===== src/rtl/matrix_entry_collector_if.sv =====
// Element stream between a matrix source and matrix_entry_collector.
// The master drives valid/data; the slave (collector) answers with ready.
interface matrix_entry_collector_if #(
  parameter int ELEM_WIDTH = 8
) ();

  logic                  elem_valid;
  logic [ELEM_WIDTH-1:0] elem_data;
  logic                  elem_ready;

  modport master (
    output elem_valid,
    output elem_data,
    input  elem_ready
  );

  modport slave (
    input  elem_valid,
    input  elem_data,
    output elem_ready
  );

endinterface


===== src/rtl/matrix_entry_collector.sv =====
// Collects an m x n matrix element by element (row-major) into a packed
// MAX_DIM x MAX_DIM bus. Optional element range check: MATRIX_RANGE_CHECK_EN.
module matrix_entry_collector #(
  parameter int MAX_DIM    = 5,
  parameter int ELEM_WIDTH = 8,
  parameter int MAX_VAL    = 9
) (
  input  logic                                  clk,
  input  logic                                  reset,
  input  logic                                  start,
  input  logic [2:0]                            m_in,
  input  logic [2:0]                            n_in,
  matrix_entry_collector_if.slave               elem_if,
  input  logic                                  consume,
  output logic [MAX_DIM*MAX_DIM*ELEM_WIDTH-1:0] matrix_out,
  output logic [2:0]                            m_out,
  output logic [2:0]                            n_out,
  output logic                                  done,
  output logic                                  busy,
  output logic [4:0]                            count,
  output logic                                  err_dim,
  output logic                                  err_val
);

  localparam int CELLS = MAX_DIM * MAX_DIM;

`ifdef MATRIX_RANGE_CHECK_EN
  localparam bit RANGE_CHECK = 1'b1;
`else
  localparam bit RANGE_CHECK = 1'b0;
`endif

  typedef enum logic [1:0] {
    IDLE    = 2'd0,
    COLLECT = 2'd1,
    DONE    = 2'd2
  } state_t;

  state_t state_q, state_d;

  logic [CELLS-1:0][ELEM_WIDTH-1:0] matrix_q, matrix_d;
  logic [2:0] m_q, m_d;
  logic [2:0] n_q, n_d;
  logic [2:0] row_q, row_d;
  logic [2:0] col_q, col_d;
  logic [4:0] count_q, count_d;
  logic       elem_ready_q, elem_ready_d;
  logic       done_q, done_d;
  logic       busy_q, busy_d;
  logic       err_dim_q, err_dim_d;
  logic       err_val_q, err_val_d;

  logic       dims_ok;
  logic       over_max;
  logic       elem_reject;
  logic [4:0] cell_idx;

  assign dims_ok = (m_in != 3'd0) && (n_in != 3'd0) &&
                   (m_in <= 3'(MAX_DIM)) && (n_in <= 3'(MAX_DIM));

  // Without the range check the comparison is still evaluated but never acted on.
  assign over_max    = elem_if.elem_data > ELEM_WIDTH'(MAX_VAL);
  assign elem_reject = RANGE_CHECK && over_max;

  assign cell_idx = 5'(row_q) * 5'(MAX_DIM) + 5'(col_q);

  always_comb begin
    state_d   = state_q;
    matrix_d  = matrix_q;
    m_d       = m_q;
    n_d       = n_q;
    row_d     = row_q;
    col_d     = col_q;
    count_d   = count_q;
    err_dim_d = 1'b0;
    err_val_d = 1'b0;

    case (state_q)
      IDLE: begin
        if (start) begin
          if (dims_ok) begin
            m_d      = m_in;
            n_d      = n_in;
            matrix_d = '0;
            count_d  = '0;
            row_d    = '0;
            col_d    = '0;
            state_d  = COLLECT;
          end else begin
            err_dim_d = 1'b1;
          end
        end
      end

      COLLECT: begin
        // A restart request wins over an element offered in the same cycle.
        if (start) begin
          matrix_d = '0;
          count_d  = '0;
          row_d    = '0;
          col_d    = '0;
          if (dims_ok) begin
            m_d     = m_in;
            n_d     = n_in;
            state_d = COLLECT;
          end else begin
            err_dim_d = 1'b1;
            state_d   = IDLE;
          end
        end else if (elem_if.elem_valid && elem_ready_q) begin
          if (elem_reject) begin
            err_val_d = 1'b1;
          end else begin
            matrix_d[cell_idx] = elem_if.elem_data;
            count_d            = count_q + 5'd1;
            if (col_q == n_q - 3'd1) begin
              col_d = '0;
              if (row_q == m_q - 3'd1) begin
                state_d = DONE;
              end else begin
                row_d = row_q + 3'd1;
              end
            end else begin
              col_d = col_q + 3'd1;
            end
          end
        end
      end

      DONE: begin
        if (consume) begin
          state_d = IDLE;
        end
      end

      default: begin
        state_d = IDLE;
      end
    endcase

    elem_ready_d = (state_d == COLLECT);
    busy_d       = (state_d == COLLECT);
    done_d       = (state_d == DONE);
  end

  always_ff @(posedge clk) begin
    if (reset) begin
      state_q      <= IDLE;
      matrix_q     <= '0;
      m_q          <= '0;
      n_q          <= '0;
      row_q        <= '0;
      col_q        <= '0;
      count_q      <= '0;
      elem_ready_q <= 1'b0;
      done_q       <= 1'b0;
      busy_q       <= 1'b0;
      err_dim_q    <= 1'b0;
      err_val_q    <= 1'b0;
    end else begin
      state_q      <= state_d;
      matrix_q     <= matrix_d;
      m_q          <= m_d;
      n_q          <= n_d;
      row_q        <= row_d;
      col_q        <= col_d;
      count_q      <= count_d;
      elem_ready_q <= elem_ready_d;
      done_q       <= done_d;
      busy_q       <= busy_d;
      err_dim_q    <= err_dim_d;
      err_val_q    <= err_val_d;
    end
  end

  assign elem_if.elem_ready = elem_ready_q;
  assign matrix_out         = matrix_q;
  assign m_out              = m_q;
  assign n_out              = n_q;
  assign count              = count_q;
  assign done               = done_q;
  assign busy               = busy_q;
  assign err_dim            = err_dim_q;
  assign err_val            = err_val_q;

endmodule


===== src/flat_wrapper.sv =====
// flat-port wrapper written by rule: the top's interface ports become plain ports
module matrix_entry_collector_flat 
#(
  parameter int MAX_DIM    = 5,
  parameter int ELEM_WIDTH = 8,
  parameter int MAX_VAL    = 9
)
  (clk, reset, start, m_in, n_in, consume, matrix_out, m_out, n_out, done, busy, count, err_dim, err_val, elem_if_elem_valid, elem_if_elem_data, elem_if_elem_ready);
  matrix_entry_collector_if #(.ELEM_WIDTH(ELEM_WIDTH)) elem_if_i ();
  input  logic clk;
  input  logic reset;
  input  logic start;
  input  logic [2:0] m_in;
  input  logic [2:0] n_in;
  input  logic consume;
  output logic [MAX_DIM*MAX_DIM*ELEM_WIDTH-1:0] matrix_out;
  output logic [2:0] m_out;
  output logic [2:0] n_out;
  output logic done;
  output logic busy;
  output logic [4:0] count;
  output logic err_dim;
  output logic err_val;
  input wire logic [$bits(elem_if_i.elem_valid)-1:0] elem_if_elem_valid;
  input wire logic [$bits(elem_if_i.elem_data)-1:0] elem_if_elem_data;
  output wire logic [$bits(elem_if_i.elem_ready)-1:0] elem_if_elem_ready;
  assign elem_if_i.elem_valid = elem_if_elem_valid;
  assign elem_if_i.elem_data = elem_if_elem_data;
  assign elem_if_elem_ready = elem_if_i.elem_ready;
  matrix_entry_collector #(.MAX_DIM(MAX_DIM), .ELEM_WIDTH(ELEM_WIDTH), .MAX_VAL(MAX_VAL)) u_core (.clk(clk), .reset(reset), .start(start), .m_in(m_in), .n_in(n_in), .elem_if(elem_if_i), .consume(consume), .matrix_out(matrix_out), .m_out(m_out), .n_out(n_out), .done(done), .busy(busy), .count(count), .err_dim(err_dim), .err_val(err_val));
endmodule

===== config.mk =====
export PLATFORM = sky130hd
export DESIGN_NAME = matrix_entry_collector_flat
export DESIGN_NICKNAME = d
export VERILOG_FILES = /design/src/rtl/matrix_entry_collector_if.sv /design/src/rtl/matrix_entry_collector.sv /design/src/flat_wrapper.sv
export SDC_FILE = /design/constraint.sdc
export NUM_CORES = 1
export LEC_CHECK = 0
export CORE_MARGIN = 4
export CORE_UTILIZATION = 44
export DETAILED_ROUTE_END_ITERATION = 10
export HOLD_SLACK_MARGIN = 0.12
export PLACE_DENSITY = 0.86
export SYNTH_ARGS = -nofsm -noshare
export SYNTH_HDL_FRONTEND = slang
export SYNTH_SLANG_ARGS = --single-unit

===== constraint.sdc =====
create_clock -name clk -period 2.69 [get_ports clk]
set_input_delay 0.807 -clock clk [delete_from_list [all_inputs] [get_ports clk]]
set_output_delay 0.807 -clock clk [all_outputs]
set_load 0.005 [all_outputs]

# == Word level (Yosys, flattened, before mapping) ==
# Cells that the tools add are included.
# totals
regBits,222
in_bits,19
out_inout_bits,216
elab_cells,106
# op_classes
add_sub_neg,6
multipliers,1
magnitude_cmp,4
eq_ne,11
muxes,34
bitwise,2
n_reduce_logical,14
# op_table
cell,count
200-bit two-way mux,4
200-bit one-hot mux with 2 select lines,1
200-bit bitwise mux,1
8-bit demux with 5-bit select,1
3-bit two-way mux,9
5-bit two-way mux,4
2-bit two-way mux,7
3-bit one-hot mux with 2 select lines,2
5-bit one-hot mux with 2 select lines,1
8-bit two-way mux,1
"3-bit by 1-bit adder with 3-bit output, second input constant",2
3-bit equality test,2
"3-bit <= comparator, second input constant",2
"5-bit by 6-bit < comparator with 1-bit output, second input constant",1
"3-bit by 2-bit != test with 1-bit output, second input constant",2
2-bit one-hot mux with 3 select lines,1
6-bit AND reduction,1
3-bit nonzero test,2
"3-bit by 1-bit subtractor with 3-bit output, second input constant",2
"5-bit by 1-bit adder with 5-bit output, second input constant",1
5-bit by 3-bit adder with 5-bit output,1
"5-bit by 1-bit >= comparator with 1-bit output, second input constant",1
1-bit logical AND,5
"3-bit by 3-bit multiplier with 5-bit output, second input constant",1
other kinds (13),17

# == Longest topological paths before layout ==
# Gate-level depths: netlist (run 1).
# depth
word_depth,10
ltp_mapped,10
ltp_nobuf,8

# == Worst setup path after synthesis (run 1) ==
# Ideal clock, no wire load.
# synth_timing
path_kind,reg2reg
startpoint,reg u_core.row_q[2]
endpoint,"reg u_core.matrix_q, in the netlist u_core.matrix_out[64]"
setup_ns,0.132
arrival_ns,2.629
t_required_ns,2.558
slack_ns,-0.071
stages_incl_launch_ff,11
path_buffers,2
synth_period_minus_slack_ns,2.761
path_cell_list,dfxtp_1 ha_1 ha_1 ha_1 a21o_1 a21oi_1 xor2_1 clkbuf_1 or3_1 buf_4 mux2i_1
# synth_via
elab_chain_cells,10
elab_cells_between_ends,11
cone_classes,1 x add/sub; 1 x mul; 2 x order compare; 6 x mux; 1 x reduce/logical
# synth_lines
item,line_no,text
start: declaration,matrix_entry_collector.sv:44,"logic [2:0] row_q, row_d;"
start signal: assignment,matrix_entry_collector.sv:165,row_q <= row_d;
3-bit by 3-bit multiplier with 5-bit output (*),matrix_entry_collector.sv:65,assign cell_idx = 5'(row_q) * 5'(MAX_DIM) + 5'(col_q);
5-bit by 3-bit adder with 5-bit output (*),matrix_entry_collector.sv:65,
5-bit by 6-bit < comparator with 1-bit output (not written as such) / 5-bit by 1-bit >= comparator with 1-bit output (equally long branches),matrix_entry_collector.sv:114,matrix_d[cell_idx] = elem_if.elem_data;
1-bit logical AND (not written as such),matrix_entry_collector.sv:114,
8-bit two-way mux (not written as such),matrix_entry_collector.sv:114,
8-bit demux with 5-bit select (*),-,
200-bit bitwise mux (*),matrix_entry_collector.sv:114,
200-bit two-way mux (*),matrix_entry_collector.sv:110,end else if (elem_if.elem_valid && elem_ready_q) begin
200-bit two-way mux (*),matrix_entry_collector.sv:97,if (start) begin
200-bit one-hot mux with 2 select lines (*),matrix_entry_collector.sv:78,case (state_q)
end signal: assignment,matrix_entry_collector.sv:162,matrix_q <= matrix_d;
end: declaration,matrix_entry_collector.sv:41,"logic [CELLS-1:0][ELEM_WIDTH-1:0] matrix_q, matrix_d;"
# Mark *: on every way between the ends. The rest lies on a longest branch, timed or not. The select of a mux whose other input is x is not followed.
# A chain may end at the register's enable or synchronous reset.

# == Worst setup path after layout (run 1) ==
# layout_timing
startpoint,reg u_core.row_q[0]
endpoint,"reg u_core.matrix_q, in the netlist u_core.matrix_out[1]"
# The elaborated chain is that of the path after synthesis.

==> results_tabular.tex, run 1 <==
\begin{tabular}{lr}
\hline
Metric & Value \\
\hline
\multicolumn{2}{l}{\textbf{Setup path}} \\
\quad Crit Reg-Reg Endpoint & u\_core.matrix\_out[1]\$\_SDFFE\_PP0P\_ \\
\quad Number of buffer and inverter instances along the worst setup path & 2 \\
\quad Kind of capture point of the worst setup path & flip-flop \\
\quad Flop-to-flop setup slack & 40 ps \\
\quad Critical path's most frequent cell & ha\_4 \\
\quad Critical path startpoint & u\_core.row\_q[0]\$\_SDFFE\_PP0P\_ \\
\quad Beginning of the worst register-to-register path & u\_core.row\_q[0]\$\_SDFFE\_PP0P\_ \\
\quad Delay contributed by the slowest stage of the critical path & approximately 380 ps \\
\quad Cells on worst reg2reg path & 10 \\
\quad Data arrival at the endpoint of the critical path & between 3000 and 4000 ps \\
\quad WP data required & roughly 3000 ps \\
\quad Maximum fanout along the worst path & 8 \\
\quad Slowest-stage cell, CP & or3\_4 \\
\quad Critical path class & flip-flop to flip-flop \\
\quad Ordered cell list for the critical path & ha\_4 -> ha\_4 -> ha\_4 -> a21o\_1 -> a21oi\_4 -> xor2\_2 -> buf\_6 -> or3\_4 -> buf\_6 -> mux2i\_2 \\
\quad Kind of start point of the critical path & flip-flop \\
\quad CP delay by family, top & adder cells \\
\multicolumn{2}{l}{\textbf{Floorplanning}} \\
\quad Initial cell density of the core & between 40\% and 50\% \\
\quad Core Region & 19500 sq um \\
\quad Die Y-Extent & roughly 150 um \\
\quad Row count & $\sim$50 \\
\quad Ports & roughly 240 \\
\quad Floorplan die area & 22200 sq um \\
\quad DIE WIDTH & 149 um \\
\multicolumn{2}{l}{\textbf{GRT}} \\
\quad Pin count of the biggest net entering global routing & 29 \\
\quad Via count of the first global-routing pass & about 7000 \\
\quad Number of antenna violations at the first check in global routing & 0 \\
\quad First-pass GRT wire length & around 39000 um \\
\quad Global route overflow & 0 \\
\quad Overall track demand over capacity in global routing & about 22\% \\
\multicolumn{2}{l}{\textbf{Timing}} \\
\quad Final critical-path required period & around 2700 ps \\
\quad Peak clock frequency supported by timing & around 380 MHz \\
\quad Final worst clock skew & roughly 9.6 ps \\
\quad Slew Limit Fails & 0 \\
\quad Unrepaired setup endpoints after global routing & true \\
\quad Transition at the pin with the smallest max-transition slack & $\sim$630 ps \\
\quad Hold Fails Final Rpt & 0 \\
\quad Relative max-transition margin & 57.6\% \\
\quad Final setup vio count & 0 \\
\quad Post-route clock period utilization & about 99\% \\
\multicolumn{2}{l}{\textbf{Placement}} \\
\quad Port buffer count & around 230 \\
\quad Cell count after placement & around 1400 \\
\quad Final GP Congestion & around 0.83 \\
\quad DP HPWL & 18300 um \\
\quad Cell area reported after detailed placement & about 12000 sq um \\
\multicolumn{2}{l}{\textbf{Hold path}} \\
\quad Startpoint of the lowest-slack hold path & u\_core.matrix\_out[136]\$\_SDFFE\_PP0P\_ \\
\quad Worst Hold Path Cells & 2 \\
\quad End point of the most critical hold path & u\_core.matrix\_out[136]\$\_SDFFE\_PP0P\_ \\
\quad Class of the tightest hold or removal check & flip-flop to flip-flop \\
\multicolumn{2}{l}{\textbf{Routing}} \\
\quad Antenna viol nets, final & 0 \\
\quad Initial DRT Pass Iterations & 5 \\
\quad DRC violations left & 0 \\
\quad Number of DRC violations after detailed-routing iteration 0 & around 320 \\
\quad Routed Wire Length & between 20000 and 30000 um \\
\quad Routed vias/inst & about 5.1 \\
\quad Mean routed wirelength per cell & 18.3 um \\
\quad Routed vias & between 7000 and 8000 \\
\multicolumn{2}{l}{\textbf{Yosys}} \\
\quad Synth cell types & 43 \\
\quad Mean instance size in the synthesized netlist & 10.2 sq um \\
\quad Number of nets produced by synthesis & just under 900 \\
\quad Fraction of the yosys area taken by sequential cells & roughly 50\% \\
\quad Number of cells produced by synthesis & roughly 860 \\
\quad Yosys warnings & 0 \\
\quad Number of synthesized register bits & $\sim$220 \\
\quad Netlist area before placement & around 8800 sq um \\
\multicolumn{2}{l}{\textbf{Cells and area}} \\
\quad Area overhead of the layout relative to synthesis & 45.4\% \\
\quad Fraction of final layout cells sized beyond drive strength 1 & a little over an eighth \\
\quad Fill cells & roughly 1500 \\
\quad Final-stage net count & 1152 \\
\quad Utilization after layout & approximately 65\% \\
\quad Design area & about 13000 sq um \\
\quad Final standard cell count with taps included and fillers excluded & around 1400 \\
\quad \# diodes & 0 \\
\quad Leading cell type in the layout, fill and taps excluded & clkdlybuf4s50\_1 \\
\quad Most frequent cells in the layout & clkdlybuf4s50\_1, dfxtp\_1, nand2\_1, mux2i\_1, buf\_4 \\
\multicolumn{2}{l}{\textbf{CTS}} \\
\quad Number of sinks driven by the clock tree & between 200 and 250 \\
\quad CTS buffer count & 23 \\
\quad CTS root buffer & clkbuf\_16 \\
\quad Number of buffers added for setup after CTS & 0 \\
\quad CTS clk-pin slew, worst paths & 60 ps \\
\quad CTS H-tree depth & 1 \\
\quad Skew-Pair Late Insertion Delay & approximately 490 ps \\
\quad CTS hold repair buffers & 0 \\
\quad Clock tree from TritonCTS & built \\
\quad Clock Tree Buf Depth & 3 \\
\multicolumn{2}{l}{\textbf{Power and ir drop}} \\
\quad Static power due to leakage & 5.87 nW \\
\quad Power Dens Cells & $\sim$550 nW/um\^{}2 \\
\quad Max VDD drop & roughly 0.40 mV \\
\multicolumn{2}{l}{\textbf{Outcome}} \\
\quad Result of the run & finished clean \\
\multicolumn{2}{l}{\textbf{Job}} \\
\quad Number of maximum-capacitance violations & 0 \\
\hline
\end{tabular}
[Yosys cell counts]
cell / n / share of area (%)
dfxtp_1: 222 / 51
nand2_1: 218 / 9.3
mux2i_1: 202 / 23
clkbuf_1: 42 / 1.8
or3_1: 25 / 1.8
a21oi_1: 19 / 1.1
buf_2: 13 / 0.74
ha_1: 13 / 1.9
nor2_1: 12 / 0.51
buf_6: 10 / 1.3
buf_4: 9 / 0.77
inv_1: 8 / 0.34
xor2_1: 6 / 0.60
nor3_1: 5 / 0.29
xnor2_1: 5 / 0.50
or4_1: 4 / 0.34
a31oi_1: 3 / 0.21
nand2b_1: 3 / 0.21
nand3_1: 3 / 0.17
o2111ai_4: 3 / 0.90
o31ai_1: 3 / 0.26
and2_1: 2 / 0.14
and3_1: 2 / 0.14
nand3b_1: 2 / 0.17
nand4b_1: 2 / 0.20
nor3b_1: 2 / 0.17
o21ai_0: 2 / 0.11
o21bai_1: 2 / 0.17
xnor3_1: 2 / 0.51
a21o_1: 1 / 0.086
a2bb2oi_1: 1 / 0.10
a31o_2: 1 / 0.10
and2_4: 1 / 0.10
conb_1: 1 / 0.043
fa_1: 1 / 0.23
nand4_1: 1 / 0.071
nor2_4: 1 / 0.13
nor2b_1: 1 / 0.071
nor3_2: 1 / 0.11
nor4_4: 1 / 0.24
o2111ai_2: 1 / 0.17
o21ai_1: 1 / 0.057
or2_2: 1 / 0.071
[worst min-delay path, stage by stage, from the launching register on]
cell	delay, ps
dfxtp_1	300
nand2_1	50
mux2i_1	50
[area by class of cell]
| class | instances | area (sq um) | share of cell area, % |
|---|---|---|---|
| repair buffers | 310 | 3090 | 24.2 |
| inverters | 8 | 30.0 | 0.236 |
| multi-input cells | 554 | 4060 | 31.9 |
| flip-flops and latches | 222 | 4450 | 34.9 |
| clock inverters | 7 | 135 | 1.06 |
| clock buffers | 32 | 649 | 5.10 |
| well taps | 265 | 332 | 2.60 |
[where the power goes]
group | internal, W | leakage [nW] | switching [W]
sequential | 0.00330 | 1.79 | 0.00000981
clock | 0.00206 | 0.386 | 0.00124
combinational | 0.000163 | 3.69 | 0.000195
[metal layers]
| metal | global-route usage [%] | up-vias | part of all wire (%) | routed length [um] |
|---|---|---|---|---|
| met5 | 0 | - | 0 | 0 |
| met4 | 8.42 | 0 | 3.7 | 941 |
| met1 | 27.0 | 3454 | 41 | 10500 |
| met2 | 38.4 | 216 | 50 | 12800 |
| li1 | - | 3397 | - | - |
| met3 | 4.22 | 56 | 5.3 | 1370 |
[repair_timing]
item	4_1_cts	5_1_grt
pin swaps	4	9
gates resized for setup	16	38
gates cloned	1	0
endpoints found under the setup margin	182	181
[metrics by stage]
step                setup TNS (ps)  setup slack [ps]  total power, W  hold slack, ps
floorplan                        0             0.807         0.00355             455
global placement            -60870              -352         0.00373             444
detailed placement          -69580              -408         0.00373             450
CTS                              0              26.5         0.00701             459
global route                  -490             -33.4         0.00719             477
finish                           0              39.9         0.00696             456
[registers in the layout, indices dropped and copies added (netlist names), 2 cells and up]
| signal | count |
|---|---|
| u_core.state_q | 2 |
| u_core.count | 5 |
| u_core.col_q | 3 |
| u_core.m_out | 3 |
| u_core.row_q | 3 |
| u_core.matrix_out | 200 |
| u_core.n_out | 3 |
[cell families after synthesis]
kind of cell	Yosys count	synth area share (%)
AND/OR/NAND/NOR	287	14.3
flip-flops	222	50.7
multiplexers	202	23.1
buffers and inverters	82	4.94
AO/OA/AOI/OAI	37	3.26
adder cells (fa/ha/maj)	14	2.08
XOR/XNOR	13	1.61
other	1	0.0428
[worst max-delay path by stage]
| stage | endpoint | cells after the start |
|---|---|---|
| 6_report | u_core.matrix_out[1]$_SDFFE_PP0P_ | 10 |
| 3_5_place_dp | u_core.matrix_out[125]$_SDFFE_PP0P_ | 8 |
| 2_1_floorplan | u_core.matrix_out[64]$_SDFFE_PP0P_ | 10 |
| 4_1_cts | u_core.matrix_out[62]$_SDFFE_PP0P_ | 10 |
| 3_3_place_gp | u_core.matrix_out[21]$_SDFFE_PP0P_ | 8 |
| 5_1_grt | u_core.matrix_out[1]$_SDFFE_PP0P_ | 10 |
Power figures use the tool's default switching activity.
==> run 2, diff against run 1 <==
- CORE_MARGIN: 4 -> 2
==> results_tabular.tex, run 2 (synthesis gave the netlist of run 1 again) <==
\begin{tabular}{lr}
\hline
Metric & Value \\
\hline
\multicolumn{2}{l}{\textbf{Outcome}} \\
\quad Result of the run & finished clean (unchanged) \\
\multicolumn{2}{l}{\textbf{Placement}} \\
\quad Placement Setup Slack & -379 ps (was -408 ps) \\
\quad Final GP Congestion & 0.821 (was 0.834) \\
\quad Cell count after placement & 1356 (was 1362) \\
\quad DP HPWL & 17900 um (was 18300 um) \\
\quad Port buffer count & 233 (unchanged) \\
\multicolumn{2}{l}{\textbf{Timing}} \\
\quad Final setup vio count & 0 (unchanged) \\
\quad Slew Limit Fails & 0 (unchanged) \\
\quad Relative max-transition margin & 54.7\% (was 57.6\%) \\
\quad Post-route clock period utilization & 97.5\% (was 98.5\%) \\
\quad Final critical-path required period & 2620 ps (was 2650 ps) \\
\quad Hold Fails Final Rpt & 0 (unchanged) \\
\quad Transition at the pin with the smallest max-transition slack & 675 ps (was 632 ps) \\
\quad Worst hold-check slack & 456 ps (about the same) \\
\quad Peak clock frequency supported by timing & 381 MHz (was 377 MHz) \\
\quad Final worst clock skew & 8.49 ps (was 9.57 ps) \\
\quad Unrepaired setup endpoints after global routing & true (unchanged) \\
\quad Setup slack of the critical path after layout & 67.5 ps (was 39.9 ps) \\
\multicolumn{2}{l}{\textbf{CTS}} \\
\quad CTS root buffer & clkbuf\_16 (unchanged) \\
\quad Number of buffers added for setup after CTS & 0 (unchanged) \\
\quad CTS clk-pin slew, worst paths & 60 ps (about the same) \\
\quad Skew-Pair Late Insertion Delay & 510 ps (was 490 ps) \\
\quad CTS hold repair buffers & 0 (unchanged) \\
\quad Clock tree from TritonCTS & built (unchanged) \\
\quad CTS buffer count & 24 (was 23) \\
\quad Clock Tree Buf Depth & 3 (unchanged) \\
\quad CTS H-tree depth & 1 (unchanged) \\
\quad Number of sinks driven by the clock tree & 222 (unchanged) \\
\multicolumn{2}{l}{\textbf{Cells and area}} \\
\quad Utilization after layout & 65.5\% (was 65.3\%) \\
\quad Fraction of final layout cells sized beyond drive strength 1 & 13.2\% (about the same) \\
\quad Final-stage net count & 1151 (was 1152) \\
\quad Leading cell type in the layout, fill and taps excluded & clkdlybuf4s50\_1 (unchanged) \\
\quad Area overhead of the layout relative to synthesis & 45.9\% (was 45.4\%) \\
\quad \# diodes & 0 (unchanged) \\
\quad Final standard cell count with taps included and fillers excluded & 1401 (was 1398) \\
\quad Most frequent cells in the layout & clkdlybuf4s50\_1, dfxtp\_1, nand2\_1, mux2i\_1, buf\_4 (unchanged) \\
\quad Max reg flops & 200 (unchanged) \\
\quad Fill cells & 1476 (was 1488) \\
\multicolumn{2}{l}{\textbf{Routing}} \\
\quad Initial DRT Pass Iterations & 5 (unchanged) \\
\quad Routed Wire Length & 25300 um (was 25600 um) \\
\quad Routed vias/inst & 5.12 (was 5.10) \\
\quad Antenna viol nets, final & 0 (unchanged) \\
\quad Routed vias & 7172 (was 7123) \\
\quad Mean routed wirelength per cell & 18.1 um (was 18.3 um) \\
\quad Number of DRC violations after detailed-routing iteration 0 & 309 (was 319) \\
\quad DRC violations left & 0 (unchanged) \\
\multicolumn{2}{l}{\textbf{Power and ir drop}} \\
\quad Power Dens Cells & 563 nW/um\^{}2 (was 547 nW/um\^{}2) \\
\quad Static power due to leakage & 5.91 nW (was 5.87 nW) \\
\quad Sequential share of power & 46.0\% (was 47.5\%) \\
\quad Int Power & 0.00566 W (was 0.00552 W) \\
\quad Max VDD drop & 0.387 mV (was 0.405 mV) \\
\quad Proportion of power drawn by combinational gates & 4.7\% (was 5.1\%) \\
\quad Switching part of the total power & 21.4\% (was 20.8\%) \\
\quad Total power & 0.00719 W (was 0.00696 W) \\
\quad Part of the total power dissipated in the clock network & 49.3\% (was 47.4\%) \\
\quad NetSw & 0.00154 W (was 0.00145 W) \\
\multicolumn{2}{l}{\textbf{Setup path}} \\
\quad WP data required & 3110 ps (was 3060 ps) \\
\quad Kind of start point of the critical path & flip-flop (unchanged) \\
\quad Maximum fanout along the worst path & 8 (unchanged) \\
\quad Kind of capture point of the worst setup path & flip-flop (unchanged) \\
\quad Cells on worst reg2reg path & 10 (unchanged) \\
\quad Critical path class & flip-flop to flip-flop (unchanged) \\
\quad Data arrival at the endpoint of the critical path & 3040 ps (was 3020 ps) \\
\multicolumn{2}{l}{\textbf{Floorplanning}} \\
\quad Floorplan die area & 21100 sq um (was 22200 sq um) \\
\quad Die Y-Extent & 145 um (was 149 um) \\
\quad Initial cell density of the core & 44.9\% (unchanged) \\
\quad Row count & 51 (unchanged) \\
\quad Core Region & 19500 sq um (unchanged) \\
\quad Ports & 235 (unchanged) \\
\quad DIE WIDTH & 145 um (was 149 um) \\
\multicolumn{2}{l}{\textbf{Hold path}} \\
\quad Class of the tightest hold or removal check & flip-flop to flip-flop (unchanged) \\
\quad Worst Hold Path Cells & 2 (unchanged) \\
\multicolumn{2}{l}{\textbf{GRT}} \\
\quad First-pass GRT wire length & 40000 um (was 39100 um) \\
\quad Number of antenna violations at the first check in global routing & 0 (unchanged) \\
\quad Global route overflow & 0 (unchanged) \\
\quad Overall track demand over capacity in global routing & 23.3\% (was 22.0\%) \\
\quad Pin count of the biggest net entering global routing & 31 (was 29) \\
\quad Via count of the first global-routing pass & 7409 (was 7175) \\
\multicolumn{2}{l}{\textbf{Job}} \\
\quad Number of maximum-capacitance violations & 0 (unchanged) \\
\hline
\end{tabular}
run 2: cell types whose count changed in the layout (fill, tap and decap cells not counted), moves of 5 or more:
cell,previous run,this run
clkbuf_1,5,0
buf_4,54,46
buf_6,14,19
clkinv_2,3,8
mux2i_1,196,201
run 2: repair_timing:
action	4_1_cts	5_1_grt
pin swaps	2	4
resized for setup	7	34
endpoints found under the hold margin	0	0
gates cloned	0	1
endpoints found under the setup margin	194	200
run 2: through the flow:
stage / cell area (sq um) / setup TNS, ps
CTS: 12600 / 0
global route: 12800 / -51.8
finish: 12800 / 0
detailed placement: 11700 / -63840
floorplan: 8770 / 0
global placement: 11700 / -57200
run 2: layout make-up:
| class | count | area (sq um) | area share, % |
|---|---|---|---|
| repair buffers | 308 | 3090 | 24.2 |
| clock buffers | 30 | 694 | 5.43 |
| well taps | 265 | 332 | 2.59 |
| clock inverters | 14 | 176 | 1.38 |
| multi-input cells | 554 | 4010 | 31.4 |
| flip-flops and latches | 222 | 4450 | 34.8 |
| inverters | 8 | 30.0 | 0.235 |
run 2: path summary, 6_finish.rpt:
| kind | start | to | slack, ps |
|---|---|---|---|
| hold / removal | u_core.matrix_out[141]$_SDFFE_PP0P_ | u_core.matrix_out[141]$_SDFFE_PP0P_ | 460 |
| setup / recovery | u_core.row_q[0]$_SDFFE_PP0P_ | u_core.matrix_out[0]$_SDFFE_PP0P_ | 70 |
| setup reg to reg | u_core.row_q[0]$_SDFFE_PP0P_ | u_core.matrix_out[0]$_SDFFE_PP0P_ | 70 |
| hold reg to reg | u_core.matrix_out[141]$_SDFFE_PP0P_ | u_core.matrix_out[141]$_SDFFE_PP0P_ | 460 |
run 2: worst max-delay path: stages, from the launching register on:
cell and delay, ps:
dfxtp_2 340, ha_4 240, ha_4 230, ha_1 300, a21o_1 190, a21oi_4 210, xor2_2 140, buf_6 170
or3_1 380, buf_6 160, mux2i_1 190
run 2: layer usage:
metal / part of all wire [%] / global-route usage, %
met1: 41 / 27.8
met2: 51 / 41.6
met3: 5.3 / 3.99
met4: 3.2 / 9.31
met5: 0 / 0
run 2: power by group through the flow:
stage | Combinational, W | Clock [W] | Sequential [W]
after floorplan | 0.000174 | 0 | 0.00338
after global placement | 0.000327 | 0 | 0.00338
after detailed placement | 0.000333 | 0 | 0.00338
after CTS | 0.000336 | 0.00358 | 0.00331
after global routing | 0.000364 | 0.00372 | 0.00331
final | 0.000339 | 0.00355 | 0.00331
